[src/rtl/alu_issue_stage.sv]
// ALU issue stage: decodes RV32I opcode/funct3/funct7[5] into a 4-bit ALU code, picks operands, registers into ID/EX.
// Latency: 1 cycle from in_valid&&in_ready to out_valid; throughput 1 op/cycle.
// Backpressure: in_ready = !out_valid || out_ready; a held op stays frozen until consumed; flush squashes it.
//
// Ports:
//   clk, reset_n                 clock, async active-low reset
//   in_valid/in_ready            decode-side handshake
//   opcode, funct3, funct7b5     instruction fields used for decode
//   rs1_data, rs2_data, imm, pc  operand sources
//   flush                        squash held and incoming instruction
//   out_valid/out_ready          execute-side handshake
//   alu_f, op_a, op_b            registered ALU function code and operands
//   store_data                   registered rs2 passthrough
//   illegal                      registered undecodable-instruction flag
module alu_issue_stage #(
  parameter int WIDTH = 32
) (
  input  logic             clk,
  input  logic             reset_n,
  input  logic             in_valid,
  output logic             in_ready,
  input  logic [6:0]       opcode,
  input  logic [2:0]       funct3,
  input  logic             funct7b5,
  input  logic [WIDTH-1:0] rs1_data,
  input  logic [WIDTH-1:0] rs2_data,
  input  logic [WIDTH-1:0] imm,
  input  logic [WIDTH-1:0] pc,
  input  logic             flush,
  output logic             out_valid,
  input  logic             out_ready,
  output logic [3:0]       alu_f,
  output logic [WIDTH-1:0] op_a,
  output logic [WIDTH-1:0] op_b,
  output logic [WIDTH-1:0] store_data,
  output logic             illegal
);

  localparam logic [6:0] OPC_OP     = 7'b0110011;
  localparam logic [6:0] OPC_OP_IMM = 7'b0010011;
  localparam logic [6:0] OPC_LOAD   = 7'b0000011;
  localparam logic [6:0] OPC_STORE  = 7'b0100011;
  localparam logic [6:0] OPC_JALR   = 7'b1100111;
  localparam logic [6:0] OPC_AUIPC  = 7'b0010111;
  localparam logic [6:0] OPC_LUI    = 7'b0110111;
  localparam logic [6:0] OPC_JAL    = 7'b1101111;
  localparam logic [6:0] OPC_BRANCH = 7'b1100011;

  localparam logic [3:0] F_AND  = 4'd0;
  localparam logic [3:0] F_OR   = 4'd1;
  localparam logic [3:0] F_ADD  = 4'd2;
  localparam logic [3:0] F_XOR  = 4'd3;
  localparam logic [3:0] F_SRL  = 4'd4;
  localparam logic [3:0] F_SLL  = 4'd5;
  localparam logic [3:0] F_SUB  = 4'd6;
  localparam logic [3:0] F_SLT  = 4'd7;
  localparam logic [3:0] F_SRA  = 4'd8;
  localparam logic [3:0] F_SLTU = 4'd9;

  logic [3:0]       dec_f;
  logic [WIDTH-1:0] dec_a;
  logic [WIDTH-1:0] dec_b;
  logic             dec_ill;
  logic [3:0]       arith_f;

  logic             out_valid_q, out_valid_d;
  logic [3:0]       alu_f_q, alu_f_d;
  logic [WIDTH-1:0] op_a_q, op_a_d;
  logic [WIDTH-1:0] op_b_q, op_b_d;
  logic [WIDTH-1:0] store_data_q, store_data_d;
  logic             illegal_q, illegal_d;
  logic             load;

  // funct3 table shared by OP and OP-IMM; SUB is only selectable from OP.
  always_comb begin
    arith_f = F_ADD;
    unique case (funct3)
      3'b000: arith_f = (opcode == OPC_OP && funct7b5) ? F_SUB : F_ADD;
      3'b001: arith_f = F_SLL;
      3'b010: arith_f = F_SLT;
      3'b011: arith_f = F_SLTU;
      3'b100: arith_f = F_XOR;
      3'b101: arith_f = funct7b5 ? F_SRA : F_SRL;
      3'b110: arith_f = F_OR;
      3'b111: arith_f = F_AND;
      default: arith_f = F_ADD;
    endcase
  end

  always_comb begin
    dec_f   = F_ADD;
    dec_a   = rs1_data;
    dec_b   = imm;
    dec_ill = 1'b0;
    case (opcode)
      OPC_OP: begin
        dec_f   = arith_f;
        dec_b   = rs2_data;
        dec_ill = funct7b5 && (funct3 != 3'b000) && (funct3 != 3'b101);
      end
      OPC_OP_IMM: begin
        dec_f = arith_f;
        // Shift-immediates carry the shift amount in imm[4:0]; upper bits hold funct7.
        if (funct3 == 3'b001 || funct3 == 3'b101) begin
          dec_b = {{(WIDTH-5){1'b0}}, imm[4:0]};
        end
        dec_ill = (funct3 == 3'b001) && funct7b5;
      end
      OPC_LOAD, OPC_STORE, OPC_JALR: begin
        dec_f = F_ADD;
      end
      OPC_AUIPC: begin
        dec_a = pc;
      end
      OPC_LUI: begin
        dec_a = '0;
      end
      OPC_JAL: begin
        dec_a = pc;
        dec_b = WIDTH'(4);
      end
      OPC_BRANCH: begin
        dec_b = rs2_data;
        unique case (funct3[2:1])
          2'b00: dec_f = F_SUB;
          2'b10: dec_f = F_SLT;
          2'b11: dec_f = F_SLTU;
          default: begin
            dec_f   = F_ADD;
            dec_ill = 1'b1;
          end
        endcase
      end
      default: begin
        // Unknown opcode still issues so execute can raise the trap.
        dec_f   = F_ADD;
        dec_a   = '0;
        dec_b   = '0;
        dec_ill = 1'b1;
      end
    endcase
  end

  assign in_ready = !out_valid_q || out_ready;
  assign load     = in_valid && in_ready;

  always_comb begin
    out_valid_d  = out_valid_q;
    alu_f_d      = alu_f_q;
    op_a_d       = op_a_q;
    op_b_d       = op_b_q;
    store_data_d = store_data_q;
    illegal_d    = illegal_q;
    if (flush) begin
      out_valid_d = 1'b0;
      illegal_d   = 1'b0;
    end else if (load) begin
      out_valid_d  = 1'b1;
      alu_f_d      = dec_f;
      op_a_d       = dec_a;
      op_b_d       = dec_b;
      store_data_d = rs2_data;
      illegal_d    = dec_ill;
    end else if (out_valid_q && out_ready) begin
      out_valid_d = 1'b0;
    end
  end

  always_ff @(posedge clk or negedge reset_n) begin
    if (!reset_n) begin
      out_valid_q  <= 1'b0;
      alu_f_q      <= F_ADD;
      op_a_q       <= '0;
      op_b_q       <= '0;
      store_data_q <= '0;
      illegal_q    <= 1'b0;
    end else begin
      out_valid_q  <= out_valid_d;
      alu_f_q      <= alu_f_d;
      op_a_q       <= op_a_d;
      op_b_q       <= op_b_d;
      store_data_q <= store_data_d;
      illegal_q    <= illegal_d;
    end
  end

  assign out_valid  = out_valid_q;
  assign alu_f      = alu_f_q;
  assign op_a       = op_a_q;
  assign op_b       = op_b_q;
  assign store_data = store_data_q;
  assign illegal    = illegal_q;

endmodule

[config.mk]
export PLATFORM = sky130hd
export DESIGN_NAME = alu_issue_stage
export DESIGN_NICKNAME = d
export VERILOG_FILES = /design/src/rtl/alu_issue_stage.sv
export SDC_FILE = /design/constraint.sdc
export NUM_CORES = 1
export LEC_CHECK = 0
export BUFFER_PORTS_ARGS = -buffer_cell sky130_fd_sc_hd__buf_2
export CORE_AREA = 4 4 112 114
export DETAILED_ROUTE_END_ITERATION = 7
export DIE_AREA = 0 0 116 118
export PLACE_DENSITY = 0.74
export SLEW_MARGIN = 25
export SYNTH_ARGS = -nofsm -noshare
export SYNTH_HDL_FRONTEND = slang
export SYNTH_SLANG_ARGS = --single-unit
[constraint.sdc]
create_clock -name clk -period 3.3 [get_ports clk]
set_input_delay 0.66 -clock clk [delete_from_list [all_inputs] [get_ports clk]]
set_output_delay 0.66 -clock clk [all_outputs]
set_load 0.02 [all_outputs]
Yosys cells after proc, flatten, opt, wreduce, memory -nomap -nowiden
Cells that the tools add are included.
{"block": "totals", "ff_bits": 102, "input_bits": 144, "out_inout_bits": 103, "elab_cells": 63}
{"block": "op_classes", "eq_ne": 19, "mux": 15, "bitwise": 1, "reduce_logical": 22}
{"operator": "32-bit case mux with 4 select lines", "count": 1}
{"operator": "32-bit case mux with 2 select lines", "count": 1}
{"operator": "32-bit two-way mux", "count": 1}
{"operator": "4-bit case mux with 8 select lines", "count": 1}
{"operator": "7-bit by 6-bit equality test with 1-bit output, second input constant", "count": 3}
{"operator": "7-bit equality test, second input constant", "count": 3}
{"operator": "7-bit by 5-bit equality test with 1-bit output, second input constant", "count": 2}
{"operator": "3-bit equality test, second input constant", "count": 4}
{"operator": "4-bit case mux with 3 select lines", "count": 1}
{"operator": "6-bit OR reduction", "count": 2}
{"operator": "4-bit case mux with 2 select lines", "count": 1}
{"operator": "7-bit by 2-bit equality test with 1-bit output, second input constant", "count": 1}
{"operator": "3-bit by 2-bit equality test with 1-bit output, second input constant", "count": 2}
{"operator": "1-bit logical AND", "count": 6}
{"operator": "1-bit two-way mux", "count": 6}
{"operator": "3-bit nonzero test", "count": 2}
{"operator": "2-bit OR reduction", "count": 3}
{"operator": "5-bit OR reduction", "count": 1}
{"operator": "2-bit equality test, second input constant", "count": 2}
{"operator": "4-bit two-way mux", "count": 1}
{"operator": "1-bit case mux with 4 select lines", "count": 1}
{"operator": "3-bit by 1-bit equality test with 1-bit output, second input constant", "count": 1}
{"operator": "3-bit zero test", "count": 1}
{"operator": "3-bit two-way mux", "count": 1}
{"operator": "8 further kinds", "count": 9}

Longest topological paths before layout
Gate-level depths: netlist (run 1).
{"block": "logic_depth", "depth_word": 6, "depth_mapped": 7, "mapped_depth_nobuf": 5}

Least setup slack after synthesis (run 1)
Ideal clock, no wire load.
{"block": "synth_timing", "path_type": "input -> register", "from": "in out_ready", "to": "reg op_b_q[10], in the netlist op_b[10]", "setup_time_ps": 64, "arrival_time_ps": 2286, "required_time_ps": 3236, "setup_slack_ps": 950, "path_stages": 6, "path_buffers": 1, "path_cell_list": "nand2b_1 -> nand3b_1 -> or3_4 -> a2111oi_4 -> buf_6 -> a21o_1"}
{"block": "synth_via", "elab_chain_len": 3}
{"element": "start, declared", "line": "31", "text": "input logic out_ready,"}
{"element": "1-bit logical OR", "line": "144", "text": "assign in_ready = !out_valid_q || out_ready;"}
{"element": "1-bit logical AND", "line": "145", "text": "assign load = in_valid && in_ready;"}
{"element": "2-bit AND reduction (no line)"}
{"element": "end signal, assigned", "line": "181", "text": "op_b_q <= op_b_d;"}
{"element": "end, declared", "line": "69", "text": "logic [WIDTH-1:0] op_b_q, op_b_d;"}
No other way between the ends.
A chain may end at the register's enable or synchronous reset.

Final worst setup path (run 1)
{"block": "layout_timing", "from": "in opcode[3]", "to": "reg op_b_q[25], in the netlist op_b[25]"}
{"block": "layout_via", "elab_chain_len": 3, "word_cells_on_any_way": 12, "classes_between": "eq/ne: 9; mux: 1; reduce/logical: 2"}
{"element": "start, declared", "line": "22", "text": "input logic [6:0] opcode,"}
{"element": "7-bit by 6-bit equality test with 1-bit output, or another cell as far along", "line": "95", "text": "case (opcode)"}
{"element": "5-bit OR reduction (no line) or 2-bit OR reduction (tied branches)"}
{"element": "32-bit case mux with 4 select lines *", "line": "95"}
Mark *: on every way between the ends. The rest lies on a longest branch, timed or not.

==> flow_metrics.env, run 1 <==
export IMPL_status="finished clean"
export IMPL_hpwl_um=10600
export IMPL_wl_per_cell_um=16.6
export IMPL_p_int_uw=2290
export IMPL_track_usage_pct=20.2
export IMPL_grt_pass1_wl_um=22200
export IMPL_yosysUniqueCellTypes=39
export IMPL_drv_cap=0
export IMPL_nets=842
export IMPL_max_slew_margin_pct=38.0
export IMPL_cts_tree="yes"
export IMPL_r2r_start="out_valid"
export IMPL_initial_core_util_pct=40.1
export IMPL_yosys_warnings=0
export IMPL_synth_cell_area_um2=4570
export IMPL_ys_ff_latch=102
export IMPL_synth_cells=463
export IMPL_design_core_area_um2=11400
export IMPL_path_max_fanout=18
export IMPL_p_per_area_nw_per_um2=511
export IMPL_post_place_ws_ns=0.443
export IMPL_final_fill_count=1048
export IMPL_yosys_top_cells_area="dfrtp_1 55%, nand2_1 8.5%, a221oi_1 6.1%"
export IMPL_ys_top_cells_by_count="104 x nand2_1, 101 x dfrtp_1, 71 x nor2_1, 33 x a21o_1"
export IMPL_antenna_cells=0
export IMPL_portBuffers=246
export IMPL_synth_area_leader_cell="dfrtp_1"
export IMPL_synth_top_flop_cell="dfrtp_1"
export IMPL_worst_skew_pair_late_latency_ns=0.34
export IMPL_grt_overflow=0
export IMPL_ios=247
export IMPL_synth_edf_count=0
export IMPL_synth_avg_cell_area_um2=9.88
export IMPL_numCtsBuffers=9
export IMPL_setup_worst_path_class="in -> reg"
export IMPL_swShare_pct=28.9
export IMPL_area_growth_pct=37.4
export IMPL_combinationalPowerShare_pct=19.7
export IMPL_cts_setup_buffers=0
export IMPL_rrSetupSlack_ns=0.93
export IMPL_cts_resized=0
export IMPL_cts_sinks=102
export IMPL_htree_levels=3
export IMPL_fmax_mhz=398
export IMPL_drtIter0Drc=268
export IMPL_dr_pass1_iters=4
export IMPL_async_flop_share_pct=100
export IMPL_grt_max_degree=103
export IMPL_vias=4408
export IMPL_power_static_leakage_uw=0.00362
export IMPL_drive_above_1_share_pct=40.0
export IMPL_synthMostInstantiatedCell="nand2_1"
export IMPL_dieArea_um2=13700
export IMPL_ir_worst_vdd_v=0.000477
export IMPL_power_share_sequential_pct=44.7
export IMPL_r2r_cells=6
export IMPL_slew_viol_final=0
export IMPL_viasPerCell=5.21
export IMPL_worst_slack_ns=0.785
export IMPL_p_total_uw=3210
export IMPL_critPathRequiredTime_ns=3.58
export IMPL_hold_path_class="in -> async"
export IMPL_synth_seq_area_share_pct=55.8
export IMPL_die_w_um=116
export IMPL_clockRootBuffer="clkbuf_16"
export IMPL_timing_final_crit_share_pct=76.2
export IMPL_synth_top_area_share_pct=55.3
export IMPL_critPathLaunch="opcode[3]"
export IMPL_rsz0062_at_grt="false"
export IMPL_p_switching_uw=929
export IMPL_die_h_um=118
export IMPL_tns_ns=0
export IMPL_antenna_found_initial=0
export IMPL_reg2reg_to="op_b[25]"
export IMPL_worst_slew_pin_slew_ns=0.923
export IMPL_critical_path_arrival_ns=2.80
export IMPL_clock_skew_ns=0.00379
export IMPL_fin_crit_ns=2.52
export IMPL_clkPwrFrac_pct=35.6
export IMPL_clk_pin_slew_ns=0.07
export IMPL_placement_rows=39
export IMPL_totalWireLength_um=14000
export IMPL_synth_nets=607
export IMPL_endpoint_kind="register"
export IMPL_cts_hold_buf=0
export IMPL_grt_pass1_vias=4436
export IMPL_final_hold_violation_count=0
export IMPL_finalSetupViolations=0
export IMPL_drc_errors=0
export IMPL_cp_start_kind="primary input"
export IMPL_routabilityCongestion=0.926
export IMPL_clock_path_buffers=2
export IMPL_ant_nets=0
[registers in the layout (all words and copies together), names as in the netlist]
name / count
store_data: 32
op_a: 32
illegal: 1
out_valid: 1
alu_f: 4
op_b: 32
[metrics by stage]
step	util [%]	cells	cell area, um^2	hold WS [ns]
4_1_cts	55.0	846	6280	0.300
3_5_place_dp	52.2	830	5960	0.457
2_1_floorplan	-	463	4570	0.364
3_3_place_gp	52.2	830	5960	0.455
6_report	55.0	846	6280	0.290
5_1_grt	55.0	846	6280	0.322
[worst max-delay path, cell delays in order]
cell and delay, ns:
buf_2 0.16, nand4bb_1 0.22, or3b_1 0.41, nor4_4 0.71, buf_4 0.37, a22o_1 0.16, a21o_1 0.09
[layer usage]
metal / track usage, % / wire, um
met5: 0 / 0
met4: 6.02 / 167
met3: 4.73 / 1180
met2: 34.6 / 7010
met1: 25.2 / 5680
[worst max path at each step]
stage | endpoint | slack [ns] | depth (start not counted)
after CTS | op_b[25] | 0.81 | 7
final | op_b[25] | 0.78 | 7
after floorplan | op_b[10] | 0.95 | 6
after global routing | op_b[5] | 0.70 | 7
after global placement | op_b[9] | 0.50 | 7
after detailed placement | op_b[25] | 0.44 | 7
[layout make-up]
cell class	count	area (um^2)	area share, %
repair buffers	258	1340	21.3
multi-input cells	324	1880	29.8
flip-flops and latches	102	2550	40.6
inverters	3	11.3	0.179
clock inverters	5	82.6	1.31
clock buffers	11	243	3.86
well taps	143	179	2.85
[layout by cell type, fill, tap and decap left out, types with 2 or more instances in the layout]
| cell type | netlist | final |
|---|---|---|
| a211oi_1 | 2 | 2 |
| a21oi_1 | 9 | 9 |
| a22o_1 | 32 | 32 |
| nor2b_1 | 3 | 3 |
| o21ai_0 | 5 | 5 |
| clkbuf_16 | 0 | 9 |
| nand2_1 | 104 | 104 |
| a21o_1 | 33 | 33 |
| clkinvlp_4 | 0 | 3 |
| o31ai_1 | 2 | 2 |
| a211o_1 | 2 | 2 |
| nand3_1 | 2 | 2 |
| bufinv_16 | 0 | 2 |
| nor3_1 | 3 | 2 |
| nand3b_1 | 3 | 3 |
| a221oi_1 | 32 | 32 |
| buf_2 | 4 | 245 |
| inv_1 | 3 | 3 |
| or3_1 | 2 | 2 |
| dfrtp_1 | 101 | 101 |
| nor2_1 | 71 | 70 |
| buf_4 | 3 | 11 |
| nand2b_1 | 3 | 3 |
[power groups by stage]
stage | combinational (uW) | clock, uW | sequential [uW]
6_report | 633 | 1140 | 1440
5_1_grt | 697 | 1230 | 1450
4_1_cts | 642 | 1170 | 1440
3_5_place_dp | 641 | 0 | 1460
3_3_place_gp | 627 | 0 | 1460
2_1_floorplan | 180 | 0 | 1610
[kinds of logic (layout without fill, tap and decap cells)]
logic type      Yosys count  count (layout)  synth area share (%)
flops                   102             102                  55.8
simple gates            199             199                  18.2
buf+inv                  37             277                  3.72
compound gates          124             124                  22.1
xor+xnor                  1               1                 0.192
(Power assumes the default switching activity.)
==> run 2, diff against run 1 <==
--- a/config.mk
+++ b/config.mk
@@ -9,7 +9,7 @@
 export CORE_AREA = 4 4 112 114
 export DETAILED_ROUTE_END_ITERATION = 7
 export DIE_AREA = 0 0 116 118
-export PLACE_DENSITY = 0.74
+export PLACE_DENSITY = 0.77
 export SLEW_MARGIN = 25
 export SYNTH_ARGS = -nofsm -noshare
 export SYNTH_HDL_FRONTEND = slang
==> constraint.sdc (replaced) <==
create_clock -name clk -period 2.05 [get_ports clk]
set_input_delay 0.41 -clock clk [delete_from_list [all_inputs] [get_ports clk]]
set_output_delay 0.41 -clock clk [all_outputs]
set_load 0.02 [all_outputs]
==> run 2 against run 1 <==
  * First-iteration DRC count rose by 1.9%
  * Highest routed layer unchanged
  * Clock skew rose by 0.0022 ns
  * Critical path type is now reg -> reg
  * Sequential cell count unchanged
  * Critical endpoint is now op_b[9]
==> flow_metrics.env, run 2 (synthesis results as in run 1) <==
export IMPL_drv_cap=0
export IMPL_drtIter0Drc=273
export IMPL_grt_max_degree=63
export IMPL_status="finished clean"
export IMPL_area_growth_pct=40.2
export IMPL_track_usage_pct=20.2
export IMPL_dr_pass1_iters=5
export IMPL_path_max_fanout=27
export IMPL_worst_slew_pin_slew_ns=0.647
export IMPL_numCtsBuffers=9
export IMPL_fin_crit_ns=1.90
export IMPL_stdcell_count=855
export IMPL_totalWireLength_um=14200
export IMPL_dieArea_um2=13700
export IMPL_portBuffers=246
export IMPL_initial_core_util_pct=40.1
export IMPL_ant_nets=0
export IMPL_wl_per_cell_um=16.6
export IMPL_clockRootBuffer="clkbuf_16"
export IMPL_setup_worst_path_class="reg -> reg"
export IMPL_die_w_um=116
export IMPL_die_h_um=118
export IMPL_final_hold_violation_count=0
export IMPL_routabilityCongestion=0.859
export IMPL_cts_resized=0
export IMPL_cts_hold_buf=0
export IMPL_power_static_leakage_uw=0.00369
export IMPL_clock_skew_ns=0.00603
export IMPL_hold_path_class="in -> async"
export IMPL_drc_errors=0
export IMPL_timing_final_crit_share_pct=92.8
export IMPL_antenna_cells=0
export IMPL_endpoint_kind="register"
export IMPL_htree_levels=3
export IMPL_worst_skew_pair_late_latency_ns=0.35
export IMPL_clk_pin_slew_ns=0.07
export IMPL_mostFrequentLayoutCells="245 x buf_2, 104 x nand2_1, 100 x dfrtp_1, 70 x nor2_1, 33 x a21o_1"
export IMPL_clock_path_buffers=2
export IMPL_critPathRequiredTime_ns=2.34
export IMPL_grt_overflow=0
export IMPL_fmax_mhz=526
export IMPL_cts_tree="yes"
export IMPL_dp_cells=839
export IMPL_hpwl_um=10700
export IMPL_ios=247
export IMPL_whs_ns=0.0462
export IMPL_slew_viol_final=0
export IMPL_grt_pass1_wl_um=22200
export IMPL_design_core_area_um2=11400
export IMPL_placement_rows=39
export IMPL_critical_path_arrival_ns=2.19
export IMPL_p_total_uw=5130
export IMPL_finalSetupViolations=0
export IMPL_drive_above_1_share_pct=41.4
export IMPL_viasPerCell=5.27
export IMPL_cts_sinks=102
export IMPL_p_per_area_nw_per_um2=800
export IMPL_max_slew_margin_pct=56.9
export IMPL_rsz0062_at_grt="false"
export IMPL_cp_start_kind="register"
export IMPL_grt_pass1_vias=4531
export IMPL_nets=851
export IMPL_final_common_cell="buf_2"
export IMPL_antenna_found_initial=0
export IMPL_cts_setup_buffers=0
export IMPL_ir_worst_vdd_v=0.000507
export IMPL_vias=4508
run 2: changes by cell type in the layout (fill, tap and decap cells not counted), moves of 2 or more:
cell | before | now
clkinvlp_4 | 3 | 0
buf_12 | 1 | 6
buf_4 | 11 | 16
inv_6 | 0 | 3
clkinv_2 | 0 | 2
run 2: where the power goes:
group          internal [uW]  switching (uW)
combinational            388             661
sequential              2210             107
clock                    990             774
total                   3590            1540
run 2: stage by stage:
step                      worst slack [ns]  instance area, um^2  setup TNS [ns]  util [%]
after floorplan                    -0.0198                 4600          -0.396         -
after global placement            -0.00696                 6110         -0.0661      53.5
after detailed placement           -0.0237                 6110          -0.235      53.5
after CTS                            0.131                 6410               0      56.2
after global routing                0.0760                 6410               0      56.2
final                                0.147                 6410               0      56.2
run 2: layout make-up:
cell class	count	area (um^2)
Fill cell	1034	5000
Sequential cell	102	2550
Multi-Input combinational cell	324	1900
Timing Repair Buffer	267	1470
Clock buffer	10	239
Tap cell	143	179
Clock inverter	6	66.3
Inverter	3	11.3
run 2: layer usage:
metal | global-route usage [%] | up-vias | routed length (um)
met3 | 4.88 | 32 | 1090
met2 | 34.3 | 206 | 7160
li1 | - | 2115 | -
met4 | 8.19 | 0 | 352
met1 | 24.1 | 2155 | 5600
met5 | 0 | - | 0
run 2: critical path: stages, from the launching register on:
cell       delay [ns]
dfrtp_2          0.42
nand2b_4         0.09
nand3b_1         0.13
or3_4            0.44
a2111oi_4        0.39
buf_12           0.22
a21o_1           0.14
run 2: path summary, 6_finish.rpt:
path / to / cells after the start / slack (ns) / startpoint
setup / recovery: op_b[9] / 6 / 0.15 / out_valid
hold / removal: alu_f[3] / 2 / 0.05 / reset_n
setup reg to reg: op_b[9] / 6 / 0.15 / out_valid
hold reg to reg: store_data[26] / 2 / 0.47 / store_data[26]
max in group asynchronous: op_b[19] / 2 / 1.72 / reset_n
min in group clk: op_b[17] / 2 / 0.26 / imm[17]
